### src/rtl/serial_subtractor.sv
// rtl/serial_subtractor.sv - bit-serial unsigned subtractor, LSB first, start/busy/done handshake
module serial_subtractor #(
    parameter int WIDTH = 8
) (
    input  logic             clk,
    input  logic             rst_n,
    input  logic             start,
    input  logic [WIDTH-1:0] A,
    input  logic [WIDTH-1:0] B,
    output logic             busy,
    output logic             done,
    output logic [WIDTH-1:0] Diff,
    output logic             B_out
);

    localparam int CW = $clog2(WIDTH);

    typedef enum logic [1:0] {
        IDLE = 2'd0,
        RUN  = 2'd1,
        DONE = 2'd2
    } state_t;

    state_t state, state_next;

    logic [WIDTH-1:0] sa;
    logic [WIDTH-1:0] sb;
    logic [WIDTH-2:0] sr;
    logic [CW-1:0]    count;
    logic             br;

    logic             d;
    logic             br_next;
    logic             last_bit;
    logic [WIDTH-1:0] shifted;

    // Full-subtractor cell on the current LSBs
    assign d        = sa[0] ^ sb[0] ^ br;
    assign br_next  = (~sa[0] & sb[0]) | (~(sa[0] ^ sb[0]) & br);
    assign last_bit = (count == CW'(WIDTH - 1));
    assign shifted  = {d, sr};

    always_ff @(posedge clk or negedge rst_n) begin
        if (!rst_n) begin
            state <= IDLE;
        end else begin
            state <= state_next;
        end
    end

    always_comb begin
        state_next = state;
        case (state)
            IDLE:    if (start) state_next = RUN;
            RUN:     if (last_bit) state_next = DONE;
            DONE:    state_next = IDLE;
            default: state_next = IDLE;
        endcase
    end

    always_ff @(posedge clk or negedge rst_n) begin
        if (!rst_n) begin
            sa    <= '0;
            sb    <= '0;
            sr    <= '0;
            count <= '0;
            br    <= 1'b0;
            Diff  <= '0;
            B_out <= 1'b0;
        end else begin
            case (state)
                IDLE: begin
                    if (start) begin
                        sa    <= A;
                        sb    <= B;
                        sr    <= '0;
                        count <= '0;
                        br    <= 1'b0;
                    end
                end
                RUN: begin
                    sa    <= sa >> 1;
                    sb    <= sb >> 1;
                    sr    <= shifted[WIDTH-1:1];
                    br    <= br_next;
                    count <= count + 1'b1;
                    // Only the completion edge exposes a result
                    if (last_bit) begin
                        Diff  <= shifted;
                        B_out <= br_next;
                    end
                end
                default: ;
            endcase
        end
    end

    assign busy = (state != IDLE);
    assign done = (state == DONE);

endmodule

### config.mk
export PLATFORM = sky130hd
export DESIGN_NAME = serial_subtractor
export DESIGN_NICKNAME = d
export VERILOG_FILES = /design/src/rtl/serial_subtractor.sv
export SDC_FILE = /design/constraint.sdc
export NUM_CORES = 1
export LEC_CHECK = 0
export BUFFER_PORTS_ARGS = -buffer_cell sky130_fd_sc_hd__buf_4
export CORE_MARGIN = 4
export CORE_UTILIZATION = 58
export DETAILED_ROUTE_END_ITERATION = 10
export MAX_ROUTING_LAYER = met4
export PLACE_DENSITY = 0.87
export SYNTH_ARGS = -nofsm -noshare
export SYNTH_HDL_FRONTEND = slang
export SYNTH_SLANG_ARGS = --single-unit
### constraint.sdc
create_clock -name clk -period 2.7 [get_ports clk]
set_clock_uncertainty 0.1 [all_clocks]
set_input_delay 0.54 -clock clk [delete_from_list [all_inputs] [get_ports clk]]
set_output_delay 0.54 -clock clk [all_outputs]
set_load 0.01 [all_outputs]
==> run_results.csv <==
group,metric,value,unit
run,cap_violations,0,
worst_setup_path,cp.arrival,1.48,ns
clock_network,cts.sinks,38,
sta,timing.final.crit_period,2.12,ns
global_route,grt_max_degree,39,
layout,final_area,1940,um2
floorplanning,die_y,62.0,um
route,viasPerCell,6.11,
clock_network,postCtsSetupRepairBufs,0,
layout,antenna_cells,0,
sta,worst_slew_pin_slew,0.711,ns
floorplanning,core.rowCount,19,
route,antenna_left,0,
layout,syn_to_final_growth,14.6,%
clock_network,clk_pin_slew,0.11,ns
synthesis,ys_warn_count,0,
power,vdd_drop_max,0.771,mV
min_path,min_path_type,"in -> async",
sta,setup_tns,0,ns
route,dr.pass1.iters,4,
route,wl_per_cell,16.1,um
placement,dpl_cell_area,1860,um2
layout,final_cells,197,
synthesis,synth_area_leaders,"dfrtp_1, o22ai_1, mux2_4",
global_route,grt_antenna_before_repair,0,
power,powerDensity,1120,nW/um2
worst_setup_path,critPathKind,"reg -> out",
clock_network,cts_root_buffer,"clkbuf_4",
route,drc,0,
clock_network,numCtsBuffers,5,
floorplanning,io_pins,30,
sta,max_freq,472,MHz
layout,nNetsFinal,187,
route,drt-total-wl,3.16,mm
floorplanning,die_w,62.0,um
synthesis,yosysTopAreaCell,"dfrtp_1",
sta,drv_slew,0,
placement,place.gp.congestion,0.769,
sta,hold_viol,0,
synthesis,synthDistinctLibCells,21,
route,drtIter0Drc,52,
synthesis,ys_ff_latch,38,
clock_network,clkLatencyLatePin,0.34,ns
worst_setup_path,cp_top_family,"buffers and inverters",
global_route,grt-ovfl-total,0,
sta,rsz0062_at_grt,"false",
synthesis,yosys.area.top_type_share,56.3,%
synthesis,syn_area,1690,um2
worst_setup_path,critPathBufInv,2,
layout,drive_gt1_share,30.1,%
placement,dp_cells,189,
power,p_leak,0.930,nW
worst_setup_path,cp_slowest_cell,"dfrtp_1",
synthesis,synth_nets,162,
clock_network,cts_tree,"built",
layout,mostFrequentLayoutCell,"dfrtp_1",
global_route,grt_pass1_wl,5.44,mm
worst_setup_path,crit_path_start_kind,"flip-flop",
floorplanning,die_area,3840,um2
placement,hpwl,2.19,mm
outcome,outcome,"finished, final reports clean",
layout,final_cell_mix,"dfrtp_1, buf_4, o22ai_1",
floorplanning,initial_core_util,60.8,%
synthesis,synthCells,140,
sta,post-route-period-util,78.4,%
clock_network,post_cts_resized,0,
route,vias,1203,
power,finalPower,2.16,mW
floorplanning,fp.coreArea,2780,um2
sta,postLayoutSetupSlackWorst,0.583,ns
global_route,grt_pass1_vias,1203,
synthesis,seq_area_frac_synth,56.3,%
placement,io_buffers,29,
worst_setup_path,critPathMaxStageDelay,0.50,ns
worst_setup_path,crit_chain,"inv_1 > nand2_1 > buf_4",
worst_setup_path,cp.required,2.06,ns
clock_network,htreeDepth,2,
worst_setup_path,crit_path_max_fanout,16,
worst_setup_path,end_kind,"primary output",
global_route,globalRouteTotalUtil,20.6,%
placement,dpl_worst_slack,0.975,ns
synthesis,synth.avg_cell_area,12.1,um2
clock_network,postCtsHoldBufs,0,
sta,finalSetupViolations,0,
clock_network,clockBufferDepth,2,
sta,relSlewSlack,52.5,%
-- synthesized netlist by cell type --
master	instances
buf_6	4
nand2b_4	2
nand3b_4	1
dfrtp_1	38
o21ai_0	7
buf_4	3
mux2_4	7
fa_1	1
nor2b_1	2
o21bai_1	1
a22o_1	9
a21oi_1	15
o22ai_1	28
inv_1	4
nor2_1	3
mux2_2	1
ha_1	2
nand2_1	6
buf_2	4
inv_2	1
nor2_2	1
-- cells by family after synthesis --
family	share of synthesized area, %
adders and majority gates	2.66
buffers and inverters	6.29
AOI/OAI and AO/OA	22.0
DFF	56.3
muxes	6.88
and+or+nand+nor	5.92
-- per-stage QoR --
| stage | utilization [%] | hold slack (ns) |
|---|---|---|
| floorplan | - | 0.144 |
| global placement | 66.8 | 0.361 |
| detailed placement | 66.8 | 0.370 |
| CTS | 69.6 | 0.0426 |
| global route | 69.6 | 0.0525 |
| finish | 69.6 | 0.0353 |
-- layer usage --
layer  global-route usage, %  wire (um)
met1                    25.3       1360
met2                    31.5       1560
met3                    7.02        191
met4                    7.27         47
met5                       -          0
-- worst reg2reg max path: stages, from the launching register on --
cell and delay [ns]:
dfrtp_1 0.41, ha_1 0.21, ha_1 0.23, nand3b_4 0.21, mux2_2 0.36
-- state kept, by name, indices dropped and copies added, names as in the netlist --
register,cells
sr,7
state,2
br,1
Diff,8
B_out,1
sb,8
sa,8
count,3
-- final timing paths --
| path | startpoint | endpoint | slack (ns) | depth (start not counted) |
|---|---|---|---|---|
| hold / removal | rst_n | sb[0]$_DFFE_PN0P_ | 0.04 | 1 |
| min in group clk | B[7] | sb[7]$_DFFE_PN0P_ | 0.34 | 3 |
| max in group asynchronous | rst_n | state[1]$_DFFE_PN0P_ | 2.15 | 1 |
| hold reg to reg | br$_DFFE_PN0P_ | br$_DFFE_PN0P_ | 0.39 | 2 |
| setup / recovery | state[1]$_DFFE_PN0P_ | busy | 0.58 | 3 |
| setup reg to reg | count[0]$_DFFE_PN0P_ | Diff[5]$_DFFE_PN0P_ | 1.08 | 4 |
-- power breakdown --
| part | leakage (nW) | total (mW) | switching, mW | internal, mW |
|---|---|---|---|---|
| Clock | 0.0450 | 0.381 | 0.190 | 0.192 |
| Combinational | 0.414 | 0.762 | 0.362 | 0.400 |
| Sequential | 0.470 | 1.02 | 0.205 | 0.815 |
| Total | 0.930 | 2.16 | 0.757 | 1.41 |
-- final cells by class --
type,instances,area (um2)
Sequential cell,38,951
Fill cell,212,845
Multi-Input combinational cell,86,633
Timing Repair Buffer,29,218
Clock buffer,5,37.5
Inverter,5,18.8
Clock inverter,3,40.0
Tap cell,31,38.8
Power figures use the tool's default switching activity.
